**config.mk**
```make
export PLATFORM = sky130hd
export DESIGN_NAME = line_clear_engine
export DESIGN_NICKNAME = d
export VERILOG_FILES = /design/src/rtl/board_pkg.sv /design/src/rtl/line_clear_engine_row_full_check.sv /design/src/rtl/line_clear_engine.sv
export SDC_FILE = /design/constraint.sdc
export NUM_CORES = 1
export LEC_CHECK = 0
export BUFFER_PORTS_ARGS = -buffer_cell sky130_fd_sc_hd__buf_2
export CELL_PAD_IN_SITES_DETAIL_PLACEMENT = 1
export CELL_PAD_IN_SITES_GLOBAL_PLACEMENT = 2
export CORE_ASPECT_RATIO = 1.2
export CORE_UTILIZATION = 33
export CTS_BUF_LIST = sky130_fd_sc_hd__clkbuf_4
export CTS_CLUSTER_DIAMETER = 100
export DETAILED_ROUTE_END_ITERATION = 6
export GPL_ROUTABILITY_DRIVEN = 0
export PLACE_DENSITY = 0.82
export SETUP_SLACK_MARGIN = 0.5
export SYNTH_ARGS = -nofsm -noshare
export SYNTH_HDL_FRONTEND = slang
export SYNTH_SLANG_ARGS = --single-unit
```
**constraint.sdc**
```tcl
create_clock -name clk -period 3.1 [get_ports clk]
set_clock_uncertainty 0.2 [all_clocks]
set_input_delay 0.775 -clock clk [delete_from_list [all_inputs] [get_ports clk]]
set_output_delay 0.775 -clock clk [all_outputs]
set_load 0.01 [all_outputs]
```
**src/rtl/board_pkg.sv**
```systemverilog
// Shared board definitions for the playfield logic.
//   - Board geometry: ROWS, COLS, CELL_W, ROW_W, ROW_ID_W
//   - Row word, row index, scan pointer and count types
//   - lc_state_t: state encoding of the line clear engine
//   - score_points(): line-count to points table, only present when
//     LINECLR_SCORE_EN is defined
package board_pkg;

  localparam int ROWS     = 20;
  localparam int COLS     = 10;
  localparam int CELL_W   = 2;
  localparam int ROW_W    = COLS * CELL_W;
  localparam int ROW_ID_W = $clog2(ROWS);
  localparam int CNT_W    = $clog2(ROWS + 1);
  localparam int SCORE_W  = 16;

  typedef logic [ROW_W-1:0]    row_t;
  typedef logic [ROW_ID_W-1:0] row_id_t;
  // One extra MSB so that decrementing past row 0 is visible as underflow.
  typedef logic [ROW_ID_W:0]   ptr_t;
  typedef logic [CNT_W-1:0]    cnt_t;

  typedef enum logic [2:0] {
    IDLE,
    RD,
    CHK,
    WR,
    FILL,
    DONE
  } lc_state_t;

`ifdef LINECLR_SCORE_EN
  function automatic logic [SCORE_W-1:0] score_points(input cnt_t n);
    logic [SCORE_W-1:0] pts;
    case (n)
      cnt_t'(0): pts = 16'd0;
      cnt_t'(1): pts = 16'd40;
      cnt_t'(2): pts = 16'd100;
      cnt_t'(3): pts = 16'd300;
      default:   pts = 16'd1200;
    endcase
    return pts;
  endfunction
`endif

endpackage

```
**src/rtl/line_clear_engine_row_full_check.sv**
```systemverilog
// row_full_check: combinational test of whether every cell of a row is
// occupied (a cell of value 0 is empty).
//   row  : row word to test
//   full : 1 when every CELL_W slice of row is nonzero
module row_full_check
  import board_pkg::*;
(
  input  row_t row,
  output logic full
);

  logic [COLS-1:0] cell_nz;

  for (genvar gi = 0; gi < COLS; gi++) begin : g_cell
    assign cell_nz[gi] = |row[gi*CELL_W +: CELL_W];
  end

  assign full = &cell_nz;

endmodule

```
**src/rtl/line_clear_engine.sv**
```systemverilog
// line_clear_engine: after a piece locks, scans board_mem bottom-up,
// removes every full row, shifts the rest down and zero-fills the top.
// Owns the board_mem port only while busy.
//   clk, reset_n   : clock (rising edge), asynchronous active-low reset
//   start          : run request, sampled only while idle
//   busy, done     : engine owns the port / one-cycle completion pulse
//   lines_cleared  : full rows removed by the last run
//   mem_rowid, mem_wnr, mem_wdata : row address, write strobe, write data
//   mem_rdata      : row read data, valid the cycle after a read address
//   score          : running score, only with LINECLR_SCORE_EN defined
// Optional feature macro: LINECLR_SCORE_EN
module line_clear_engine
  import board_pkg::*;
(
  input  logic                clk,
  input  logic                reset_n,
  input  logic                start,
  output logic                busy,
  output logic                done,
  output logic [CNT_W-1:0]    lines_cleared,
  output logic [ROW_ID_W-1:0] mem_rowid,
  output logic                mem_wnr,
  output logic [ROW_W-1:0]    mem_wdata,
  input  logic [ROW_W-1:0]    mem_rdata
`ifdef LINECLR_SCORE_EN
  ,
  output logic [SCORE_W-1:0]  score
`endif
);

  lc_state_t state_q, state_d;
  ptr_t      src_q, src_d;
  ptr_t      dst_q, dst_d;
  cnt_t      cleared_q, cleared_d;
  cnt_t      lines_q, lines_d;
  row_t      latch_q, latch_d;

  logic row_full;
  ptr_t src_dec;
  ptr_t dst_dec;

  row_full_check u_row_full_check (
    .row  (mem_rdata),
    .full (row_full)
  );

  assign src_dec = src_q - ptr_t'(1);
  assign dst_dec = dst_q - ptr_t'(1);

  always_comb begin
    state_d   = state_q;
    src_d     = src_q;
    dst_d     = dst_q;
    cleared_d = cleared_q;
    lines_d   = lines_q;
    latch_d   = latch_q;
    busy      = 1'b0;
    done      = 1'b0;
    mem_rowid = '0;
    mem_wnr   = 1'b0;
    mem_wdata = '0;

    case (state_q)
      IDLE: begin
        if (start) begin
          src_d     = ptr_t'(ROWS - 1);
          dst_d     = ptr_t'(ROWS - 1);
          cleared_d = '0;
          state_d   = RD;
        end
      end

      RD: begin
        busy      = 1'b1;
        mem_rowid = src_q[ROW_ID_W-1:0];
        state_d   = CHK;
      end

      CHK: begin
        busy    = 1'b1;
        latch_d = mem_rdata;
        if (row_full) begin
          cleared_d = cleared_q + cnt_t'(1);
          src_d     = src_dec;
        end else if (src_q == dst_q) begin
          // Row already sits where it belongs: no write needed.
          src_d = src_dec;
          dst_d = dst_dec;
        end else begin
          state_d = WR;
        end
        if (row_full || (src_q == dst_q)) begin
          // When the fill region is empty, skip FILL so no idle cycle is spent.
          if (src_d[ROW_ID_W]) state_d = dst_d[ROW_ID_W] ? DONE : FILL;
          else                 state_d = RD;
        end
      end

      WR: begin
        busy      = 1'b1;
        mem_rowid = dst_q[ROW_ID_W-1:0];
        mem_wdata = latch_q;
        mem_wnr   = 1'b1;
        src_d     = src_dec;
        dst_d     = dst_dec;
        if (src_dec[ROW_ID_W]) state_d = dst_dec[ROW_ID_W] ? DONE : FILL;
        else                   state_d = RD;
      end

      FILL: begin
        busy = 1'b1;
        if (dst_q[ROW_ID_W]) begin
          state_d = DONE;
        end else begin
          mem_rowid = dst_q[ROW_ID_W-1:0];
          mem_wnr   = 1'b1;
          dst_d     = dst_dec;
          // Leave as soon as the last (top) row has been zeroed.
          if (dst_dec[ROW_ID_W]) state_d = DONE;
        end
      end

      DONE: begin
        done    = 1'b1;
        state_d = IDLE;
      end

      default: state_d = IDLE;
    endcase

    // Publish the count on entry to DONE so it is stable during the pulse.
    if ((state_d == DONE) && (state_q != DONE)) lines_d = cleared_d;
  end

  always_ff @(posedge clk or negedge reset_n) begin
    if (!reset_n) begin
      state_q   <= IDLE;
      src_q     <= '0;
      dst_q     <= '0;
      cleared_q <= '0;
      lines_q   <= '0;
      latch_q   <= '0;
    end else begin
      state_q   <= state_d;
      src_q     <= src_d;
      dst_q     <= dst_d;
      cleared_q <= cleared_d;
      lines_q   <= lines_d;
      latch_q   <= latch_d;
    end
  end

  assign lines_cleared = lines_q;

`ifdef LINECLR_SCORE_EN
  logic [SCORE_W-1:0] score_q, score_d;
  logic [SCORE_W:0]   score_sum;

  assign score_sum = {1'b0, score_q} + {1'b0, score_points(lines_q)};

  always_comb begin
    score_d = score_q;
    if (state_q == DONE) begin
      score_d = score_sum[SCORE_W] ? {SCORE_W{1'b1}} : score_sum[SCORE_W-1:0];
    end
  end

  always_ff @(posedge clk or negedge reset_n) begin
    if (!reset_n) score_q <= '0;
    else          score_q <= score_d;
  end

  assign score = score_q;
`endif

endmodule

```
==> results of run 1 <==
cell usage in the layout (no fill, tap or decap), types with 4 or more instances in the layout:
cell type / netlist / routed
nand2_1: 77 / 73
buf_2: 2 / 54
dfrtp_1: 45 / 43
and3_1: 21 / 21
buf_4: 0 / 15
nor2_1: 14 / 12
o21ai_0: 17 / 11
nand3_1: 8 / 8
a31oi_1: 8 / 8
o21ai_1: 1 / 7
inv_1: 8 / 7
xnor2_1: 7 / 7
a22oi_1: 6 / 6
nor3_1: 6 / 6
clkbuf_4: 0 / 6
o22ai_1: 5 / 5
mux2_4: 5 / 5
nand2_2: 0 / 4
o211ai_1: 4 / 4
ha_1: 4 / 4
buf_6: 1 / 4
metrics by stage:
stage	power, mW	utilization, %	hold slack [ns]	instance area [um^2]	setup WS [ns]
floorplan	2.09	-	0.238	2580	0.510
global placement	2.61	38.9	0.251	2970	0.132
detailed placement	2.66	38.9	0.255	2970	0.121
CTS	3.01	40.4	0.122	3080	0.450
global route	3.37	41.4	0.121	3150	0.420
finish	3.09	41.4	0.101	3150	0.489
registers in the layout, summed over array words and instances, names as in the netlist:
register       flops
lines_cleared      5
dst_q              6
state_q            3
cleared_q          5
src_q              6
latch_q           20
worst max-delay path, delay by kind of cell (launching register included):
family | cells | cell delay, ns
AND/OR/NAND/NOR | 2 | 0.33
AO/OA/AOI/OAI | 1 | 0.22
flip-flops | 1 | 0.48
buffers and inverters | 2 | 0.24
path summary, 6_finish.rpt:
check	end	slack, ns	depth (start not counted)	from
max	mem_wnr	0.49	5	state_q[0]
min	lines_cleared[3]	0.10	1	reset_n
max reg2reg	dst_q[4]	0.61	6	src_q[2]
min reg2reg	latch_q[17]	0.28	2	latch_q[17]
max in group asynchronous	state_q[0]	2.01	2	reset_n
min in group clk	latch_q[17]	0.28	2	latch_q[17]
logic make-up (layout without fill, tap and decap cells):
kind of cell    count (synthesis)  after routing  synth area share, %
mux                             8              8                 4.07
compound gates                 62             62                 16.7
flops                          45             45                 43.6
simple gates                  149            149                 27.2
fa+ha+maj                       4              4                 1.94
buf+inv                        26             88                 4.16
xor+xnor                        7              7                 2.37
power breakdown:
| part | total [mW] | internal (mW) | switching [mW] |
|---|---|---|---|
| logic | 1.79 | 0.748 | 1.04 |
| clock network | 0.281 | 0.0915 | 0.190 |
| registers | 1.02 | 0.810 | 0.211 |
| total | 3.09 | 1.65 | 1.44 |
layout make-up:
class | count | share of cell area (%)
multi-input combinational | 230 | 44.4
timing repair buffer | 73 | 13.6
sequential | 45 | 35.8
clock inverter | 1 | 0.119
inverter | 8 | 1.03
clock buffer | 6 | 1.43
tap | 92 | 3.65
per-layer routing:
| layer | wire [um] | global-route usage (%) | vias up |
|---|---|---|---|
| met5 | 0 | 0 | - |
| met1 | 3410 | 26.4 | 1215 |
| li1 | - | - | 1169 |
| met2 | 3920 | 33.9 | 50 |
| met3 | 203 | 2.78 | 12 |
| met4 | 171 | 9.28 | 0 |
timing repair:
| action | CTS | global route |
|---|---|---|
| setup buffers | 4 | 5 |
| hold buffers | 0 | 0 |
| pin swaps | 0 | 2 |
| setup endpoints to repair | 32 | 37 |
| resized for setup | 11 | 19 |
==> qor.csv, run 1 <==
stage;metric;value;unit
power;Static Leakage;1.66;nW
synth;post-synth top area share;43.6;%
timing;total negative setup slack;0;ns
placed_design;PortBufs;55;
global_routing;gr ovfl total;0;
synth;Cells after Synth;301;
routing;drc violations;0;
global_routing;vias in the first global route;2620;
timing;relative slew slack;72.3;%
synth;Mean Syn Cell Area;8.59;um^2
final_layout;fraction of layout cells with a size suffix above 1;29.8;%
final_layout;area of the multi-input gates;1400;um^2
synth;Seq cells post-synth;45;
timing;RSZ-0062 raised after global routing;yes;
timing;final slew viol count;0;
power;Pwr per Cell Area;981;nW/um^2
critical_path;CP Capture Type;primary output;
critical_path;Setup crit start kind;flop;
global_routing;initial antenna violation count;0;
critical_path;crit path kind;reg -> out;
floorplan;Die X;82.8;um
critical_path;CP required;2.12;ns
synth;Syn. warnings;0;
cts;CTS sink count;45;
synth;Area contributors post-synth;dfrtp_1, nand2_1, and3_1;
critical_path;CP arrival;1.64;ns
final_layout;Fillers;952;
synth;most common cell in the synthesized netlist;nand2_1;
flow_run;maxcap violations;0;
final_layout;Area growth, synth to finish;21.9;%
routing;first drt pass iteration count;4;
critical_path;Critical Path Slowest Stage Cell;dfrtp_2;
placed_design;Detail Placement HPWL;5620;um
cts;CTS Buffer Depth;2;
cts;worst skew pair latency;0.37;ns
global_routing;largest net degree at the start of global routing;38;
final_layout;# diodes;0;
synth;register area share after synthesis;43.6;%
timing;Tcrit/Tclk final;84.2;%
floorplan;Site Rows;35;
placed_design;# placed instances;439;
synth;syn nets;328;
cts;Num CTS Buffers;5;
floorplan;die area;8190;um^2
global_routing;Tot GR Track Use;20.7;%
final_layout;storage element area;1130;um^2
floorplan;IO Pins;56;
timing;maximum clock frequency;383;MHz
floorplan;Die Ht;99.0;um
timing;Tmin final;2.61;ns
synth;Netlist cell types;48;
global_routing;global-route wire length before repair;12800;um
synth;Post-synth top cells;nand2_1, dfrtp_1, and3_1;
critical_path;top fanout value on the critical path;7;
routing;remaining antenna violation count;0;
routing;routed vias;2446;
run_status;status;complete, no violations;
synth;Post-synth EDFFs;0;
routing;wire length per cell;16.9;um
min_path;class of the worst hold path;in -> async;
cts;CTS tree;yes;
floorplan;Initial Utilization;33.9;%
routing;Total Wirelength;7700;um
synth;post-synth top area cell;dfrtp_1;
cts;H-tree levels;2;
timing;# setup viols final;0;
critical_path;CP dominant cell by count;buf_6;
critical_path;worst path cell trace;nor2b_4 -> buf_6 -> and2_4 -> a31o_4 -> buf_6;
critical_path;max incr delay on CP;0.48;ns
synth;Mapped Area;2580;um^2
synth;ys flop type;dfrtp_1;
power;Max VDD drop;405;uV
floorplan;Core Area;7620;um^2
final_layout;Finished Layout Cells;455;
cts;Worst-path clk slew;0.13;ns
cts;root buffer cell;clkbuf_4;
synth;asr flop ratio synth;100;%
timing;final hold vios;0;
timing;slew of the pin with the lowest slew margin;0.414;ns
routing;DRT iter0 DRCs;125;
final_layout;Nets;390;
routing;Via density;5.38;
(Power assumes the default switching activity.)
==> run 2, diff against run 1 <==
- CORE_UTILIZATION: 33 -> 30
- PLACE_DENSITY: 0.82 -> 0.78
- clock period: 3.1 -> 2.27 ns (I/O delays scaled with it)
==> qor.csv, run 2 (same netlist as run 1, synthesis figures left out) <==
stage;metric;value;unit;change
timing;relative slew slack;70.5;%;-1.7 points
routing;DRT iter0 DRCs;96;;-23%
cts;Num CTS Buffers;5;;unchanged
floorplan;Initial Utilization;31.4;%;-2.6 points
power;Clock power frac;7.7;%;-1.4 points
timing;maximum clock frequency;414;MHz;
critical_path;R2R depth;6;;unchanged
critical_path;Setup crit start kind;flop;;
power;internal power;3.71;mW;+130%
power;P_sw;2.90;mW;+100%
routing;drc violations;0;;unchanged
final_layout;Largest regs;latch_q (20), dst_q (6), src_q (6);;
final_layout;fraction of layout cells with a size suffix above 1;63.6;%;+34 points
power;Static Leakage;2.21;nW;+33%
power;combinational share of power;71.2;%;+13 points
timing;RSZ-0062 raised after global routing;yes;;
floorplan;Core Area;8240;um^2;+8.2%
global_routing;vias in the first global route;2979;;+14%
routing;routed vias;2860;;+17%
routing;Total Wirelength;10500;um;+36%
power;Max VDD drop;623;uV;+54%
min_path;class of the worst hold path;in -> reg;;
min_path;worst hold stages;3;;
placed_design;# placed instances;508;;+16%
timing;# setup viols final;37;;+37
cts;CTS tree;yes;;
floorplan;Site Rows;36;;+2.9%
timing;Tcrit/Tclk final;106;%;
final_layout;Core Util, Final;56.4;%;+15 points
cts;root buffer cell;clkbuf_4;;
placed_design;post-place setup slack;-0.277;ns;-0.399 ns
cts;CTS Buffer Depth;2;;unchanged
placed_design;PortBufs;55;;unchanged
timing;Hold Slack;0.196;ns;+0.0949 ns
final_layout;most frequent cells in the layout;buf_4, nand2_1, buf_6;;
routing;Via density;5.19;;-3.4%
placed_design;Detail Placement HPWL;6310;um;+12%
timing;slack of the critical path;-0.147;ns;-0.636 ns
floorplan;Die Ht;104;um;+4.8%
power;Seq pwr share;21.1;%;-12 points
run_status;failing checks;negative setup slack;;
min_path;endpoint of the worst hold path;latch_q[15];;
final_layout;Top reg by flops;latch_q;;
global_routing;initial antenna violation count;0;;unchanged
power;Sw Ratio;43.8;%;-2.9 points
timing;final hold vios;0;;unchanged
final_layout;Area growth, synth to finish;79.9;%;
final_layout;commonest non-fill, non-tap cell in the layout;buf_4;;
run_status;status;finished with violations;;
global_routing;Tot GR Track Use;22.1;%;+1.4 points
critical_path;CP arrival;1.65;ns;about the same
critical_path;R2R setup slack;-0.13;ns;-0.74 ns
timing;Tmin final;2.42;ns;
floorplan;Die X;86.7;um;+4.8%
global_routing;gr ovfl total;0;;unchanged
global_routing;global-route wire length before repair;15300;um;+20%
final_layout;# diodes;0;;unchanged
critical_path;Worst R2R End;lines_cleared[0];;
routing;wire length per cell;19.0;um;+13%
cts;worst skew pair latency;0.38;ns;about the same
final_layout;Nets;464;;+19%
power;Pwr per Cell Area;1420;nW/um^2;+45%
critical_path;crit path kind;reg -> out;;
flow_run;maxcap violations;0;;unchanged
routing;first drt pass iteration count;4;;unchanged
final_layout;Finished Layout Cells;551;;+21%
routing;remaining antenna violation count;0;;unchanged
critical_path;CP Capture Type;primary output;;
critical_path;CP required;1.50;ns;-0.62 ns
cts;Worst-path clk slew;0.14;ns;about the same
timing;final slew viol count;0;;unchanged
global_routing;largest net degree at the start of global routing;38;;unchanged
timing;slew of the pin with the lowest slew margin;0.439;ns;+0.0254 ns
critical_path;top fanout value on the critical path;5;;-2
cts;CTS sink count;45;;unchanged
floorplan;IO Pins;56;;unchanged
min_path;Hold Startpoint;mem_rdata[15];;
final_layout;max FFs per register;20;;unchanged
power;Final Power;6.61;mW;+110%
floorplan;die area;8990;um^2;+9.8%
cts;H-tree levels;2;;unchanged
critical_path;reg2reg start;src_q[2];;
-- run 2: cell count changes in the layout (fill, tap and decap cells not counted), sizes merged --
| cell | change |
|---|---|
| clkbuf | +1 |
| buf | +71 |
| bufinv | +1 |
| dlygate4sd3 | +1 |
| inv | -1 |
| clkinvlp | +1 |
-- run 2: layout make-up --
cell class | count | area, um^2
clock buffers | 5 | 37.5
clock inverters | 2 | 35.0
fillers | 905 | 3590
inverters | 8 | 38.8
multi-input cells | 230 | 1970
flip-flops and latches | 45 | 1130
well taps | 114 | 143
repair buffers | 147 | 1290
-- run 2: power by group through the flow --
| stage | combinational (mW) | clock (mW) | sequential (mW) |
|---|---|---|---|
| after floorplan | 2.05 | 0 | 1.30 |
| after global placement | 3.02 | 0 | 1.35 |
| after detailed placement | 3.09 | 0 | 1.36 |
| after CTS | 4.01 | 0.515 | 1.36 |
| after global routing | 5.00 | 0.555 | 1.43 |
| final | 4.70 | 0.512 | 1.39 |
-- run 2: timing repair --
action	in CTS	in global routing
endpoints found under the setup margin	73	74
endpoints found under the hold margin	13	0
hold buffers	1	0
gates cloned	0	2
pin swaps	29	12
gates resized for setup	103	52
buffers inserted	19	14
-- run 2: metal layers --
metal / routed length, um / vias up / part of all wire (%) / GRT usage (%)
met5: 0 / - / 0 / 0
met4: 265 / 0 / 2.5 / 7.74
met3: 351 / 21 / 3.3 / 3.43
met2: 5670 / 80 / 54 / 38.4
met1: 4210 / 1431 / 40 / 27.2
li1: - / 1328 / - / -
-- run 2: worst max path at each step --
stage | startpoint | end | slack [ns]
after floorplan | mem_rdata[1] | lines_cleared[0] | -0.04
after global placement | mem_rdata[17] | lines_cleared[0] | -0.22
after detailed placement | mem_rdata[17] | lines_cleared[3] | -0.28
after CTS | state_q[0] | mem_rowid[2] | -0.15
after global routing | state_q[0] | mem_rowid[1] | -0.22
final | state_q[0] | mem_rowid[1] | -0.15
-- run 2: worst max-delay path: stages (launching register included) --
cell        delay [ns]
dfrtp_2           0.49
clkinvlp_4        0.13
nand2_4           0.06
nor2_4            0.20
a22oi_2           0.12
o21ai_2           0.13
buf_2             0.14
-- run 2: per-stage QoR --
stage / setup TNS (ns) / cell area, um^2
global route: -5.32 / 4650
global placement: -1.83 / 3610
finish: -2.71 / 4650
detailed placement: -2.45 / 3610
floorplan: -0.181 / 2900
CTS: -2.45 / 4280
